$ cat src/rtl/awg_pkg.sv
// awg_pkg: shared codes and limits for the AWG front-panel control stage.
//   Waveform codes driven on state, edit-field encoding, amplitude limits,
//   and the waveform stepping order used on each wave key press.
package awg_pkg;

    localparam logic [2:0] WAVE_SAW  = 3'd0;
    localparam logic [2:0] WAVE_TRI  = 3'd1;
    localparam logic [2:0] WAVE_SQR  = 3'd2;
    localparam logic [2:0] WAVE_SIN  = 3'd3;
    localparam logic [2:0] WAVE_RAND = 3'd4;
    localparam logic [2:0] WAVE_OFF  = 3'd7;

    typedef enum logic [1:0] {
        F_FREQ  = 2'd0,
        F_AMP   = 2'd1,
        F_PHASE = 2'd2
    } field_t;

    localparam logic [2:0] AMP_MAX = 3'd7;
    localparam logic [2:0] AMP_DEF = 3'd7;

    // Codes 5 and 6 are not part of the cycle; they fall back to sawtooth.
    function automatic logic [2:0] next_wave(input logic [2:0] w);
        return w == WAVE_SAW  ? WAVE_TRI  :
               w == WAVE_TRI  ? WAVE_SQR  :
               w == WAVE_SQR  ? WAVE_SIN  :
               w == WAVE_SIN  ? WAVE_RAND :
               w == WAVE_RAND ? WAVE_OFF  : WAVE_SAW;
    endfunction

endpackage

$ cat src/rtl/key_debounce.sv
// key_debounce: synchronizes and debounces one active-low push key.
//   clk, rst_n : clock and async active-low reset
//   key_n      : raw key level, low = pressed
//   pulse      : one-cycle strobe on an accepted press, plus auto-repeat
//                strobes while held when REPEAT_EN is set
module key_debounce
    import awg_pkg::*;
#(
    parameter int DB_CYCLES     = 1000000,
    parameter bit REPEAT_EN     = 1'b0,
    parameter int REPEAT_DELAY  = 25000000,
    parameter int REPEAT_PERIOD = 5000000
) (
    input  logic clk,
    input  logic rst_n,
    input  logic key_n,
    output logic pulse
);

    localparam int DW = $clog2(DB_CYCLES + 1);
    localparam int RW = $clog2(REPEAT_DELAY + 1);

    logic          sync1, sync2, level, press, rep;
    logic [DW-1:0] cnt;
    logic [RW-1:0] hold;

    always_ff @(posedge clk or negedge rst_n) begin
        if (!rst_n) begin
            sync1 <= 1'b1;
            sync2 <= 1'b1;
            level <= 1'b1;
            cnt   <= '0;
            press <= 1'b0;
        end else begin
            sync1 <= key_n;
            sync2 <= sync1;
            press <= 1'b0;
            if (sync2 == level)
                cnt <= '0;
            else if (cnt == DW'(DB_CYCLES - 1)) begin
                level <= sync2;
                cnt   <= '0;
                press <= ~sync2;
            end else
                cnt <= cnt + DW'(1);
        end
    end

    // After the first repeat the counter is rewound by one period, so the
    // same terminal compare produces every later repeat.
    always_ff @(posedge clk or negedge rst_n) begin
        if (!rst_n) begin
            hold <= '0;
            rep  <= 1'b0;
        end else if (!REPEAT_EN || level) begin
            hold <= '0;
            rep  <= 1'b0;
        end else if (hold == RW'(REPEAT_DELAY - 1)) begin
            hold <= RW'(REPEAT_DELAY - REPEAT_PERIOD);
            rep  <= 1'b1;
        end else begin
            hold <= hold + RW'(1);
            rep  <= 1'b0;
        end
    end

    assign pulse = press | rep;

endmodule

$ cat src/rtl/awg_param_ctrl.sv
// awg_param_ctrl: front-panel key handling and parameter registers for the AWG.
//   clk, rst_n            : DAC-domain clock, async active-low reset
//   key_wave_n/key_sel_n  : raw keys stepping waveform / edited field
//   key_up_n/key_dn_n     : raw keys adjusting the edited field (auto-repeat)
//   state                 : waveform code
//   state_freq            : frequency word, saturating in [1, FREQ_MAX]
//   state_amp             : amplitude step, saturating in [0, AMP_MAX]
//   state_phase           : phase offset, wrapping modulo 256
//   edit_field            : field currently adjusted by up/dn
module awg_param_ctrl
    import awg_pkg::*;
#(
    parameter int DB_CYCLES     = 1000000,
    parameter int REPEAT_DELAY  = 25000000,
    parameter int REPEAT_PERIOD = 5000000,
    parameter int FREQ_MAX      = 4095,
    parameter int FREQ_DEF      = 1
) (
    input  logic        clk,
    input  logic        rst_n,
    input  logic        key_wave_n,
    input  logic        key_sel_n,
    input  logic        key_up_n,
    input  logic        key_dn_n,
    output logic [2:0]  state,
    output logic [11:0] state_freq,
    output logic [2:0]  state_amp,
    output logic [7:0]  state_phase,
    output logic [1:0]  edit_field
);

    localparam logic [11:0] FMAX = 12'(FREQ_MAX);
    localparam logic [11:0] FDEF = 12'(FREQ_DEF);

    logic   wave_p, sel_p, up_p, dn_p, inc, dec;
    field_t field;

    key_debounce #(.DB_CYCLES(DB_CYCLES)) u_wave (
        .clk(clk), .rst_n(rst_n), .key_n(key_wave_n), .pulse(wave_p)
    );
    key_debounce #(.DB_CYCLES(DB_CYCLES)) u_sel (
        .clk(clk), .rst_n(rst_n), .key_n(key_sel_n), .pulse(sel_p)
    );
    key_debounce #(
        .DB_CYCLES(DB_CYCLES), .REPEAT_EN(1'b1),
        .REPEAT_DELAY(REPEAT_DELAY), .REPEAT_PERIOD(REPEAT_PERIOD)
    ) u_up (
        .clk(clk), .rst_n(rst_n), .key_n(key_up_n), .pulse(up_p)
    );
    key_debounce #(
        .DB_CYCLES(DB_CYCLES), .REPEAT_EN(1'b1),
        .REPEAT_DELAY(REPEAT_DELAY), .REPEAT_PERIOD(REPEAT_PERIOD)
    ) u_dn (
        .clk(clk), .rst_n(rst_n), .key_n(key_dn_n), .pulse(dn_p)
    );

    // Opposing adjust strobes in the same cycle cancel out.
    assign inc        = up_p & ~dn_p;
    assign dec        = dn_p & ~up_p;
    assign edit_field = field;

    // Adjusts look at the field before this edge, so a simultaneous sel
    // press lands its up/dn on the old field while the field advances.
    always_ff @(posedge clk or negedge rst_n) begin
        if (!rst_n) begin
            state       <= WAVE_SAW;
            state_freq  <= FDEF;
            state_amp   <= AMP_DEF;
            state_phase <= 8'd0;
            field       <= F_FREQ;
        end else begin
            if (wave_p)
                state <= next_wave(state);
            field <= field == F_FREQ  ? (sel_p ? F_AMP   : F_FREQ)  :
                     field == F_AMP   ? (sel_p ? F_PHASE : F_AMP)   :
                     field == F_PHASE && !sel_p ? F_PHASE : F_FREQ;
            if (field == F_FREQ && (inc || dec))
                state_freq <= inc ? (state_freq >= FMAX ? FMAX : state_freq + 12'd1)
                                  : (state_freq <= 12'd1 ? 12'd1 : state_freq - 12'd1);
            if (field == F_AMP && (inc || dec))
                state_amp <= inc ? (state_amp == AMP_MAX ? AMP_MAX : state_amp + 3'd1)
                                 : (state_amp == 3'd0 ? 3'd0 : state_amp - 3'd1);
            if (field == F_PHASE && (inc || dec))
                state_phase <= inc ? state_phase + 8'd1 : state_phase - 8'd1;
        end
    end

endmodule

$ cat config.mk
export PLATFORM = sky130hd
export DESIGN_NAME = awg_param_ctrl
export DESIGN_NICKNAME = d
export VERILOG_FILES = /design/src/rtl/awg_pkg.sv /design/src/rtl/key_debounce.sv /design/src/rtl/awg_param_ctrl.sv
export SDC_FILE = /design/constraint.sdc
export NUM_CORES = 1
export LEC_CHECK = 0
export ABC_CLOCK_PERIOD_IN_PS = 4900
export CORE_AREA = 2 2 126 128
export DETAILED_ROUTE_END_ITERATION = 10
export DIE_AREA = 0 0 128 130
export HOLD_SLACK_MARGIN = 0.05
export PLACE_DENSITY = 0.77
export SLEW_MARGIN = 20
export SYNTH_ARGS = -nofsm -noshare
export SYNTH_HDL_FRONTEND = slang
export SYNTH_SLANG_ARGS = --single-unit
$ cat constraint.sdc
create_clock -name clk -period 4.9 [get_ports clk]
set_input_delay 0.735 -clock clk [delete_from_list [all_inputs] [get_ports clk]]
set_output_delay 0.735 -clock clk [all_outputs]
set_load 0.005 [all_outputs]
== Word level (Yosys, flattened, before mapping) ==
Cells that the tools add are included.

* Output and inout port bits: 28
* Register bits: 176
* Input bits: 6

* Bitwise gates (word level): 14
* Order comparisons: 2
* Reduce and logical (&&, ||, !) cells: 13
* Muxes and demuxes: 41
* $add $sub $neg: 12
* Equal/unequal tests: 17

{| class="wikitable"
|+ Operators by type and width
! operator !! number
|-
| 20-bit 2-to-1 mux || 8
|-
| 25-bit 2-to-1 mux || 4
|-
| 20-bit by 1-bit adder with 20-bit output (second input constant) || 4
|-
| 20-bit == test (second input constant) || 4
|-
| 25-bit by 1-bit adder with 25-bit output (second input constant) || 2
|-
| 25-bit == test (second input constant) || 2
|-
| 12-bit 2-to-1 mux || 3
|-
| 3-bit 2-to-1 mux || 8
|-
| 1-bit 2-to-1 mux || 13
|-
| 12-bit by 1-bit adder with 12-bit output (second input constant) || 1
|-
| 12-bit >= comparator (second input constant) || 1
|-
| 12-bit by 1-bit less-or-equal comparator with 1-bit output (second input constant) || 1
|-
| 12-bit by 1-bit subtractor with 12-bit output (second input constant) || 1
|-
| 1-bit inverter || 10
|-
| 8-bit by 1-bit adder with 8-bit output (second input constant) || 1
|-
| 2-bit 2-to-1 mux || 4
|-
| 8-bit 2-to-1 mux || 1
|-
| 2-bit AND reduction || 4
|-
| 8-bit by 1-bit subtractor with 8-bit output (second input constant) || 1
|-
| 3-bit by 2-bit == test with 1-bit output (second input constant) || 2
|-
| 3-bit == test (second input constant) || 2
|-
| 3-bit zero test || 2
|-
| 1-bit == test || 4
|-
| 1-bit logical AND || 4
|-
| 10 further kinds || 12
|}

== Longest topological paths before layout ==
Gate-level depths: netlist of the first run.

* Word-level depth: 6
* Mapped depth: 10

== Hierarchy ==
A second synthesis of the first run with hierarchy kept.

* Cell total of the unflattened synthesis: 978
* Area, all modules: 9,432.8 um^2

{| class="wikitable"
|+ By module, submodules not included
! module !! times used !! area each (um^2) !! seq. area each (um^2) !! cells an instance
|-
| key_debounce at u_dn ... || 2 || 2,496.1 || 1,255.0 || 249
|-
| key_debounce at u_sel ... || 2 || 1,139.8 || 604.3 || 116
|-
| awg_param_ctrl || 1 || 2,160.8 || 705.7 || 248
|}

== Worst setup path before layout of the first run ==
No wires, ideal clock.

* Kind: register -> register
* Start point: reg u_up.rep
* End point: reg state_phase[6]
* Path slack: 2,369 ps
* Cell stages (with the launch flop): 11
* Period minus slack after synthesis: 2,531 ps
* Data arrival time: 2,462 ps
* Path buffers: 1
* Cells stage by stage: dfrtp_1 > or2_2 > ha_1 > clkbuf_1 > inv_1 > fa_1 > a21o_1 > a21o_1 > a21oi_1 > or4b_2 > nand3_1

* Word-level cells in the longest chain between the ends: 5
* Elaborated cells between the ends (all ways): 7
* Those cells by class: mux (1); bitwise (4); reduce/logical (2)

{| class="wikitable"
|+ RTL lines
! item !! RTL line !! RTL
|-
| start: declaration || key_debounce.sv:23 || <nowiki>logic sync1, sync2, level, press, rep;</nowiki>
|-
| start signal: assignment || key_debounce.sv:54 || <nowiki>rep <= 1'b0;</nowiki>
|-
| start signal: assignment || key_debounce.sv:57 || <nowiki>rep <= 1'b0;</nowiki>
|-
| start signal: assignment || key_debounce.sv:60 || <nowiki>rep <= 1'b1;</nowiki>
|-
| 1-bit OR (*) || key_debounce.sv:67 || <nowiki>assign pulse = press | rep;</nowiki>
|-
| 1-bit inverter || awg_param_ctrl.sv:59 || <nowiki>assign dec = dn_p & ~up_p;</nowiki>
|-
| 1-bit AND || awg_param_ctrl.sv:59 ||
|-
| 1-bit logical OR || awg_param_ctrl.sv:83 || <nowiki>if (field == F_PHASE && (inc || dec))</nowiki>
|-
| 1-bit logical AND || awg_param_ctrl.sv:83 ||
|-
| end signal: assignment || awg_param_ctrl.sv:84 || <nowiki>state_phase <= inc ? state_phase + 8'd1 : state_phase - 8'd1;</nowiki>
|-
| end: declaration || awg_param_ctrl.sv:28 || <nowiki>output logic [7:0] state_phase,</nowiki>
|}

Every way passes the cells marked *; elsewhere a longest branch is shown, timed or not.
A chain may end at the register's enable or synchronous reset.

== Final worst setup path of the first run ==
* Start point: reg u_dn.rep
* End point: reg state_phase[6]

* Word-level cells in the longest chain between the ends: 5
* Elaborated cells between the ends (all ways): 7
* Those cells by class: mux (1); bitwise (4); reduce/logical (2)

{| class="wikitable"
|+ RTL lines
! item !! RTL line !! RTL
|-
| start: declaration || key_debounce.sv:23 ||
|-
| start signal: assignment || key_debounce.sv:54 ||
|-
| start signal: assignment || key_debounce.sv:57 ||
|-
| start signal: assignment || key_debounce.sv:60 ||
|-
| 1-bit OR (*) || key_debounce.sv:67 ||
|-
| 1-bit inverter || awg_param_ctrl.sv:58 || <nowiki>assign inc = up_p & ~dn_p;</nowiki>
|-
| 1-bit AND || awg_param_ctrl.sv:58 ||
|-
| 1-bit logical OR || awg_param_ctrl.sv:83 ||
|-
| 1-bit logical AND || awg_param_ctrl.sv:83 ||
|}

Marked as above.

==> metrics.txt, run 1 <==
# TYPE chip_impl_metric gauge
chip_impl_info{name="status",value="complete, no violations"} 1
chip_impl_metric{name="postRouteAntennaNets",unit=""} 0
chip_impl_metric{name="worst_slew_pin_slew",unit="ps"} 1050
chip_impl_metric{name="globalRouteOverflowTotal",unit=""} 0
chip_impl_metric{name="rows",unit=""} 46
chip_impl_metric{name="critical_path_peak_fanout",unit=""} 27
chip_impl_metric{name="dpl.hpwl",unit="mm"} 10.9
chip_impl_metric{name="die_w",unit="um"} 128
chip_impl_metric{name="timing.clock.skew",unit="ps"} 8.53
chip_impl_metric{name="p_per_area",unit="nW/um^2"} 295
chip_impl_metric{name="sw_frac_of_total",unit="%"} 20.3
chip_impl_metric{name="ys_seq_area_share",unit="%"} 49.5
chip_impl_metric{name="number_of_distinct_library_cell_variants_in_the_gate_level_netlist_after_synthesis",unit=""} 62
chip_impl_metric{name="crit_arrival",unit="ps"} 3620
chip_impl_metric{name="place.port_buffers",unit=""} 33
chip_impl_metric{name="place_worst_setup_slack",unit="ps"} 1670
chip_impl_metric{name="finalCritPeriodShare",unit="%"} 66.6
chip_impl_metric{name="post-cts-setup-buffer-count",unit=""} 0
chip_impl_metric{name="number_of_hold_violations_in_the_final_report",unit=""} 0
chip_impl_metric{name="first_global_vias",unit=""} 6300
chip_impl_metric{name="final.min_clock_period",unit="ps"} 3260
chip_impl_metric{name="power.switching",unit="mW"} 0.599
chip_impl_metric{name="post_layout_net_count",unit=""} 965
chip_impl_metric{name="synth_seq_cells",unit=""} 176
chip_impl_metric{name="yosys_warnings",unit=""} 0
chip_impl_metric{name="drt_first_pass_iters",unit=""} 5
chip_impl_metric{name="wire_length_of_the_first_global_routing_pass",unit="mm"} 29.3
chip_impl_metric{name="antennaDiodeCount",unit=""} 0
chip_impl_metric{name="post_cts_hold_buffer_count",unit=""} 0
chip_impl_metric{name="whs",unit="ps"} 356
chip_impl_metric{name="synth_enable_flop_cells",unit=""} 0
chip_impl_info{name="grt_setup_unrepaired",value="false"} 1
chip_impl_metric{name="mappedNetlistArea",unit="sq um"} 8940
chip_impl_metric{name="chipHeight",unit="um"} 130
chip_impl_metric{name="finalSetupViolations",unit=""} 0
chip_impl_metric{name="detailroute.via_count",unit=""} 6515
chip_impl_metric{name="detail_route.wirelength",unit="mm"} 16.8
chip_impl_info{name="cts_root_buffer_type",value="clkbuf_16"} 1
chip_impl_metric{name="clk_path_buf_depth",unit=""} 2
chip_impl_metric{name="grt_max_degree",unit=""} 90
chip_impl_info{name="worstSetupEndpointType",value="flip-flop"} 1
chip_impl_metric{name="number_of_buffers_created_by_cts",unit=""} 17
chip_impl_metric{name="detail_route.drc_violations",unit=""} 0
chip_impl_metric{name="post_synth.cell_area_avg",unit="sq um"} 9.80
chip_impl_metric{name="clk-insertion-delay-late",unit="ps"} 430
chip_impl_info{name="min_delay_worst_type",value="in2async"} 1
chip_impl_metric{name="required",unit="ps"} 5260
chip_impl_metric{name="routedWlPerCell",unit="um"} 14.7
chip_impl_metric{name="p_int",unit="mW"} 2.35
chip_impl_info{name="timing_worst_setup_path_type",value="reg2reg"} 1
chip_impl_metric{name="fmax",unit="MHz"} 307
chip_impl_metric{name="max-cap-violations",unit=""} 0
chip_impl_info{name="synth_top_flop_cell",value="dfrtp_1"} 1
chip_impl_metric{name="antenna_violations_before_repair",unit=""} 0
chip_impl_metric{name="multi_input_comb_area",unit="sq um"} 4270
chip_impl_metric{name="core_area",unit="sq um"} 15400
chip_impl_metric{name="layout-drive-gt1-share",unit="%"} 6.73
chip_impl_metric{name="ctsHtreeMaxLevel",unit=""} 4
chip_impl_metric{name="p_leak",unit="nW"} 4.35
chip_impl_metric{name="share_comb_of_total_power",unit="%"} 2.0
chip_impl_metric{name="num_io_pins",unit=""} 34
chip_impl_metric{name="clk_pin_slew",unit="ps"} 60
chip_impl_metric{name="fin_tns_setup",unit="ps"} 0
chip_impl_metric{name="drt_iter0_markers",unit=""} 380
chip_impl_metric{name="synthCells",unit=""} 912
chip_impl_metric{name="nFillCells",unit=""} 1249
chip_impl_metric{name="timing.slew.headroom",unit="%"} 29.5
chip_impl_metric{name="initial_cell_density_of_the_core",unit="%"} 58.0
chip_impl_info{name="layout.cells.most_common_list",value="dfrtp_1, nor2_1, xor2_1"} 1
chip_impl_info{name="tritoncts",value="yes"} 1
chip_impl_metric{name="ir_drop",unit="mV"} 0.252
chip_impl_metric{name="post_cts.resized_instances",unit=""} 0
chip_impl_metric{name="setup_ws",unit="ps"} 1640
chip_impl_metric{name="drv_slew",unit=""} 0
chip_impl_metric{name="drt-vias-per-instance",unit=""} 5.70
chip_impl_metric{name="post_synth_net_total",unit=""} 939
chip_impl_metric{name="area.growth.synth_to_final",unit="%"} 11.9
chip_impl_info{name="layout.cells.most_common",value="dfrtp_1"} 1
chip_impl_metric{name="clock_sink_count",unit=""} 176
chip_impl_info{name="setup.worst_path.start_class",value="flip-flop"} 1
chip_impl_metric{name="seq_power_share",unit="%"} 50.1
chip_impl_metric{name="layout.area.seq",unit="sq um"} 4420
chip_impl_metric{name="dieArea",unit="sq um"} 16600
chip_impl_metric{name="postSynth.asyncResetShare",unit="%"} 100
chip_impl_metric{name="grt_use_total",unit="%"} 21.8
chip_impl_metric{name="place.gp.congestion",unit=""} 0.803
chip_impl_metric{name="pwr-share-clk",unit="%"} 48.0
==> worst max-delay path: stages, from the launching register on <==
cell	delay (ps)
dfrtp_1	360
nor2_1	120
ha_1	730
inv_1	450
ha_1	470
a21o_1	130
a21o_1	130
a21oi_1	80
or4b_2	630
nand3_1	90
==> synth_stat cells, types with 8 or more instances <==
library cell / n / area, sq um
and3_1: 29 / 181
a21o_1: 8 / 60.1
clkbuf_1: 13 / 48.8
xnor2_1: 60 / 526
dfrtp_1: 160 / 4000
nor4b_1: 9 / 78.8
o21ai_0: 23 / 115
nor3_1: 29 / 145
nand2_1: 55 / 206
nand3_1: 64 / 320
dfstp_2: 16 / 420
ha_1: 20 / 250
nand4_1: 31 / 194
a21oi_1: 23 / 115
and4_1: 10 / 87.6
xor2_1: 72 / 631
nor4_1: 12 / 75.1
nor2_1: 153 / 574
inv_1: 24 / 90.1
==> stage by stage <==
step | utilization [%] | cell area (sq um) | std cells | power, mW
CTS | 64.9 | 10000 | 1143 | 2.99
detailed placement | 60.8 | 9380 | 1111 | 1.56
global route | 64.9 | 10000 | 1143 | 3.05
global placement | 60.8 | 9380 | 1111 | 1.56
floorplan | - | 8940 | 912 | 1.52
finish | 64.9 | 10000 | 1143 | 2.95
==> flip-flops by register name, indices dropped and copies added (netlist names), 2 cells and up <==
name / count
u_wave.cnt: 20
state_phase: 8
state_amp: 3
u_sel.cnt: 20
u_dn.hold: 25
u_up.cnt: 20
state_freq: 12
u_up.hold: 25
u_dn.cnt: 20
edit_field: 2
state: 3
==> power by group through the flow <==
stage          logic, mW  clock network [mW]  registers [mW]
5_1_grt           0.0689                1.50            1.48
4_1_cts           0.0607                1.45            1.48
3_3_place_gp      0.0599                   0            1.50
2_1_floorplan     0.0203                   0            1.50
3_5_place_dp      0.0602                   0            1.50
6_report          0.0577                1.42            1.48
==> metal layers <==
layer | vias up | GRT usage, % | wire length, um
met5 | - | 0 | 0
met4 | 0 | 7.89 | 228
met3 | 19 | 4.31 | 569
met2 | 111 | 35.7 | 8030
met1 | 3183 | 29.1 | 7990
li1 | 3202 | - | -
==> final cells by class <==
class,instances,area share [%]
clock buffer,24,5.01
clock inverter,8,1.26
inverter,24,0.900
multi-input combinational,685,42.7
sequential,176,44.2
tap,192,2.40
timing repair buffer,34,3.51
==> path summary, 6_finish.rpt <==
kind / from / to / slack, ps / cells after the start
setup / recovery: u_dn.rep / state_phase[6] / 1640 / 9
hold / removal: rst_n / u_wave.press / 360 / 1
setup reg to reg: u_dn.rep / state_phase[6] / 1640 / 9
hold reg to reg: u_up.sync1 / u_up.sync2 / 360 / 0
max in group asynchronous: rst_n / u_up.sync2 / 3580 / 2
min in group clk: u_up.sync1 / u_up.sync2 / 360 / 0
==> logic make-up after synthesis <==
family	count (synthesis)	synth area share [%]
AOI/OAI and AO/OA	87	6.19
xor gates and xnor gates	132	12.9
adders and majority gates	21	3.02
buffers and inverters	51	2.73
DFF	176	49.5
muxes	7	0.854
and+or+nand+nor	438	24.8
No activity file was read; power rests on OpenSTA's default activity.
==> run 2: changes to the inputs <==
- ABC_CLOCK_PERIOD_IN_PS: 4900 -> 3200
- clock period: 4.9 -> 3.2 ns (I/O delays scaled with it)
==> run 2 against run 1 <==
Effect of this change:
- sequential share of layout area is 0.14 points lower
- core utilization grew 0.21 points
- clock power rose by 54%
- total power grew 54%
- largest cell class unchanged
- non-clock buffer count up 4
- worst setup slack worse by 1000 ps
- largest power group unchanged
- sequential cell count did not move
- worst hold slack worse by 290 ps
- critical path depth unchanged
- clock-buffer cell count shrank 4
- critical path type unchanged
- global-route usage grew 0.42 points
- clock skew rose by 6.2 ps
==> metrics.txt, run 2 (synthesized netlist as in run 1, its figures left out) <==
# TYPE chip_impl_metric gauge
chip_impl_metric{name="die_w",unit="um"} 128
chip_impl_metric{name="post-cts-setup-buffer-count",unit=""} 0
chip_impl_metric{name="route.layer.met1.wl",unit="mm"} 8.24
chip_impl_metric{name="first_global_vias",unit=""} 6399
chip_impl_metric{name="rrSetupSlack",unit="ps"} 630
chip_impl_metric{name="drt_iter0_markers",unit=""} 488
chip_impl_info{name="r2r_start",value="u_up.rep"} 1
chip_impl_metric{name="place.gp.congestion",unit=""} 0.808
chip_impl_metric{name="globalRouteOverflowTotal",unit=""} 0
chip_impl_metric{name="chipHeight",unit="um"} 130
chip_impl_metric{name="rows",unit=""} 46
chip_impl_info{name="crit_path_top_delay_cell",value="or4b_2"} 1
chip_impl_metric{name="grt_max_degree",unit=""} 75
chip_impl_metric{name="timing.clock.skew",unit="ps"} 14.8
chip_impl_metric{name="detailroute.wirelength.met3",unit="um"} 611
chip_impl_metric{name="critical_path.max_stage_delay",unit="ps"} 630
chip_impl_metric{name="total_power",unit="mW"} 4.55
chip_impl_metric{name="antennaDiodeCount",unit=""} 0
chip_impl_metric{name="dieArea",unit="sq um"} 16600
chip_impl_metric{name="worst_slew_pin_slew",unit="ps"} 912
chip_impl_metric{name="num_io_pins",unit=""} 34
chip_impl_info{name="r2r_end",value="state_phase[6]"} 1
chip_impl_metric{name="fin_area",unit="sq um"} 10000
chip_impl_metric{name="detail_route.wirelength",unit="mm"} 17.2
chip_impl_info{name="critical_path.cell_chain",value="or2_2 > ha_1 > inv_1 > fa_1 > a21o_1 > a21o_1 > a21oi_1 > or4b_2 > nand3_1"} 1
chip_impl_info{name="status",value="complete, no violations"} 1
chip_impl_metric{name="post_dp_cell_area",unit="sq um"} 9420
chip_impl_metric{name="antenna_violations_before_repair",unit=""} 0
chip_impl_metric{name="final.min_clock_period",unit="ps"} 2570
chip_impl_metric{name="dpl.hpwl",unit="mm"} 11.2
chip_impl_info{name="layout.cells.most_common_list",value="dfrtp_1, nor2_1, xor2_1"} 1
chip_impl_info{name="cell_repeated_most_along_the_worst_path",value="a21o_1"} 1
chip_impl_info{name="worstSetupEndpointType",value="flip-flop"} 1
chip_impl_metric{name="wire_length_of_the_first_global_routing_pass",unit="mm"} 29.7
chip_impl_metric{name="drt-vias-per-instance",unit=""} 5.77
chip_impl_metric{name="drt_first_pass_iters",unit=""} 8
chip_impl_info{name="dr.max_layer_used",value="met4"} 1
chip_impl_metric{name="fin_tns_setup",unit="ps"} 0
chip_impl_metric{name="max-cap-violations",unit=""} 0
chip_impl_metric{name="detail_route.drc_violations",unit=""} 0
chip_impl_metric{name="rr_worst_depth",unit=""} 9
chip_impl_metric{name="post_cts.resized_instances",unit=""} 0
chip_impl_metric{name="clk-insertion-delay-late",unit="ps"} 440
chip_impl_metric{name="number_of_hold_violations_in_the_final_report",unit=""} 0
chip_impl_metric{name="core_area",unit="sq um"} 15400
chip_impl_metric{name="detailroute.via_count",unit=""} 6604
chip_impl_info{name="min_delay_worst_type",value="in2async"} 1
chip_impl_metric{name="crit_arrival",unit="ps"} 2940
chip_impl_info{name="layout_top_registers",value="u_dn.hold: 25 flops, u_up.hold: 25 flops"} 1
chip_impl_info{name="cts_root_buffer_type",value="clkbuf_16"} 1
chip_impl_info{name="grt_setup_unrepaired",value="false"} 1
chip_impl_metric{name="fmax",unit="MHz"} 390
chip_impl_metric{name="drv_slew",unit=""} 0
chip_impl_metric{name="finalCritPeriodShare",unit="%"} 80.2
chip_impl_info{name="layout.cells.most_common",value="dfrtp_1"} 1
chip_impl_metric{name="clock_sink_count",unit=""} 176
chip_impl_metric{name="postRouteAntennaNets",unit=""} 0
chip_impl_metric{name="post_cts_hold_buffer_count",unit=""} 0
chip_impl_metric{name="initial_cell_density_of_the_core",unit="%"} 58.0
chip_impl_metric{name="p_leak",unit="nW"} 4.38
chip_impl_metric{name="clk_path_buf_depth",unit=""} 2
chip_impl_metric{name="required",unit="ps"} 3580
chip_impl_metric{name="met2_length",unit="mm"} 8.04
chip_impl_metric{name="finalSetupViolations",unit=""} 0
chip_impl_metric{name="timing.slew.headroom",unit="%"} 38.3
chip_impl_metric{name="grt_use_total",unit="%"} 22.2
chip_impl_metric{name="post_layout_net_count",unit=""} 969
chip_impl_info{name="timing_worst_setup_path_type",value="reg2reg"} 1
chip_impl_info{name="tritoncts",value="yes"} 1
chip_impl_metric{name="p_per_area",unit="nW/um^2"} 453
chip_impl_metric{name="place.port_buffers",unit=""} 33
chip_impl_metric{name="area.growth.synth_to_final",unit="%"} 12.3
chip_impl_metric{name="routedWlPerCell",unit="um"} 15.0
chip_impl_metric{name="layout-drive-gt1-share",unit="%"} 7.03
chip_impl_metric{name="ctsHtreeMaxLevel",unit=""} 4
chip_impl_metric{name="critical_path_peak_fanout",unit=""} 12
chip_impl_info{name="setup.worst_path.start_class",value="flip-flop"} 1
chip_impl_metric{name="number_of_buffers_created_by_cts",unit=""} 17
chip_impl_metric{name="ir_drop",unit="mV"} 0.400
chip_impl_metric{name="clk_pin_slew",unit="ps"} 70
[run 2: changes by cell type in the layout (fill, tap and decap cells not counted), sizes merged]
cell and change:
clkbuf -4, buf +4, bufinv +1, clkinv +1
[run 2: metrics by stage]
stage	instances	setup WS, ps	hold slack, ps	utilization, %
floorplan	912	669	184	-
global placement	1115	695	346	61.1
detailed placement	1115	652	347	61.1
CTS	1145	639	99.1	65.1
global route	1145	512	130	65.1
finish	1145	634	67.5	65.1
[run 2: final cells by class]
type | instances | area (sq um)
tap | 192 | 240
sequential | 176 | 4420
inverter | 24 | 90.1
fill | 1206 | 5390
clock inverter | 10 | 161
clock buffer | 20 | 457
multi-input combinational | 685 | 4270
timing repair buffer | 38 | 394
[run 2: worst max-delay path by stage]
stage,slack [ps],to,depth (start not counted),start
6_report,630,state_phase[6],9,u_up.rep
5_1_grt,510,state_phase[5],9,u_up.rep
4_1_cts,640,state_phase[6],9,u_up.rep
3_5_place_dp,650,state_phase[6],9,u_up.rep
3_3_place_gp,700,state_phase[6],9,u_up.rep
2_1_floorplan,670,state_phase[6],10,u_up.rep
[run 2: power breakdown]
group / switching (mW) / leakage, nW / internal, mW
clock network: 0.855 / 0.294 / 1.34
registers: 0.0157 / 2.36 / 2.25
logic: 0.0671 / 1.72 / 0.0238
[run 2: critical path: cells and delay by family (launching register included)]
| kind | cells | cell delay (ps) |
|---|---|---|
| flip-flops | 1 | 350 |
| adder cells (fa/ha/maj) | 2 | 500 |
| AND/OR/NAND/NOR | 3 | 1000 |
| AO/OA/AOI/OAI | 3 | 350 |
| buffers and inverters | 1 | 300 |
[run 2: per-layer routing]
metal  up-vias  GRT usage [%]
li1       3225              -
met1      3233           29.6
met2       120           36.0
met3        26           4.92
met4         0           8.34
met5         -              0
==> RTL change, RTL diff (flow settings as in run 2) <==
`REPEAT_EN` is set to 1'b1 in 2 places; all go to 1'b0.
--- a/src/rtl/awg_param_ctrl.sv
+++ b/src/rtl/awg_param_ctrl.sv
@@ -42,13 +42,13 @@
         .clk(clk), .rst_n(rst_n), .key_n(key_sel_n), .pulse(sel_p)
     );
     key_debounce #(
-        .DB_CYCLES(DB_CYCLES), .REPEAT_EN(1'b1),
+        .DB_CYCLES(DB_CYCLES), .REPEAT_EN(1'b0),
         .REPEAT_DELAY(REPEAT_DELAY), .REPEAT_PERIOD(REPEAT_PERIOD)
     ) u_up (
         .clk(clk), .rst_n(rst_n), .key_n(key_up_n), .pulse(up_p)
     );
     key_debounce #(
-        .DB_CYCLES(DB_CYCLES), .REPEAT_EN(1'b1),
+        .DB_CYCLES(DB_CYCLES), .REPEAT_EN(1'b0),
         .REPEAT_DELAY(REPEAT_DELAY), .REPEAT_PERIOD(REPEAT_PERIOD)
     ) u_dn (
         .clk(clk), .rst_n(rst_n), .key_n(key_dn_n), .pulse(dn_p)
Formal check against the unedited RTL: same outputs for any inputs over 10 cycles, from zero or initial values and one cycle with rst_n low; that may be too few to reach the edited logic, so the function may still have changed.
==> RTL change against run 2 <==
Hold slack better by 0.030 ns; first-iteration DRC count decreased by 29%; sequential cell count fell by 52; final area is 24% lower; clock power down 10%; synthesized area fell by 27%; total power decreased by 19%; wire length is 25% lower; setup slack better by 0.12 ns; critical endpoint is now state_freq[2].
==> RTL change: results (changes against run 2) <==
status=finished, final reports clean (unchanged); fin nets=735 (was 969); grt met1 use=22.2% (was 29.6%); met3 WL=572 um (was 611 um); later-pin clock latency in the skew report=0.41 ns (was 0.44 ns); via count=4965 (was 6604); post-synthesis xor/xnor area fraction=12.1% (was 12.9%); first-pass GRT wire length=22.4 mm (was 29.7 mm); Adder-Cell Fraction of Synth Area=3.77% (was 3.02%); final worst clock skew=0.00829 ns (was 0.0148 ns); layout cells sized above 1=10.4% (was 7.03%); commonest cells in the synthesized netlist=dfrtp_1, nor2_1, nand2_1 (was dfrtp_1, nor2_1, xor2_1); reg2reg setup slack=0.76 ns (was 0.63 ns); mux cell area share after synthesis=0.846% (was 0.854%); compound-cell area share of the yosys netlist=7.62% (was 6.19%); clock-cell share of area=7.96% (was 6.16%); area of the multi-input gates=3210 um^2 (was 4270 um^2); met2 Resource Use GR=26.5% (was 36.0%); number of global-route vias before repair=4824 (was 6399); maximum VDD drop=0.356 mV (was 0.400 mV); fill cell count=1377 (was 1206); wire length per cell=14.0 um (was 15.0 um); design area=7650 um^2 (was 10000 um^2); cell depth of the worst flop-to-flop path=6 (was 9); # clk buffers=19 (was 20); R2R Path Start=state_freq[4] (was u_up.rep); leakage=3.26 nW (was 4.38 nW); PwrDens=479 nW/um^2 (was 453 nW/um^2); grt met3 use=3.69% (was 4.92%); Placer Congestion=0.823 (was 0.808); DRT iter0 DRCs=345 (was 488); Global Route Usage Sum=16.5% (was 22.2%); actual slew at the worst max-slew pin=0.798 ns (was 0.912 ns); critical path peak fanout=11 (was 12); #MultiIn Comb=506 (was 685); Cell variety after synth=60 (was 62); Seq/total area=40.8% (was 44.1%); Post-DP Area=7050 um^2 (was 9420 um^2); largest net degree at the start of global routing=53 (was 75)
## RTL change: cell count changes after synthesis, moves of 5 or more
cell            run 2  this run
dfrtp_1           160       108
xor2_1             72        51
nor2_1            153       105
nand3_1            64        38
a21oi_1            23        17
a21o_1              8         0
or2_2               2         7
and3_1             29        13
xnor2_1            60        39
nor3_1             29        23
nand4_1            31        20
## RTL change: metrics by stage
stage / hold WS (ns) / setup WS, ns
3_3_place_gp: 0.346 / 0.901
5_1_grt: 0.157 / 0.648
4_1_cts: 0.121 / 0.803
3_5_place_dp: 0.347 / 0.839
6_report: 0.0973 / 0.758
2_1_floorplan: 0.184 / 0.797
## RTL change: critical path, cell delays in order (launching register included)
cell and delay, ns:
dfrtp_1 0.49, or4_4 0.58, o41ai_2 0.59, buf_4 0.25
a21oi_1 0.05, a221oi_1 0.26, nor2_1 0.09
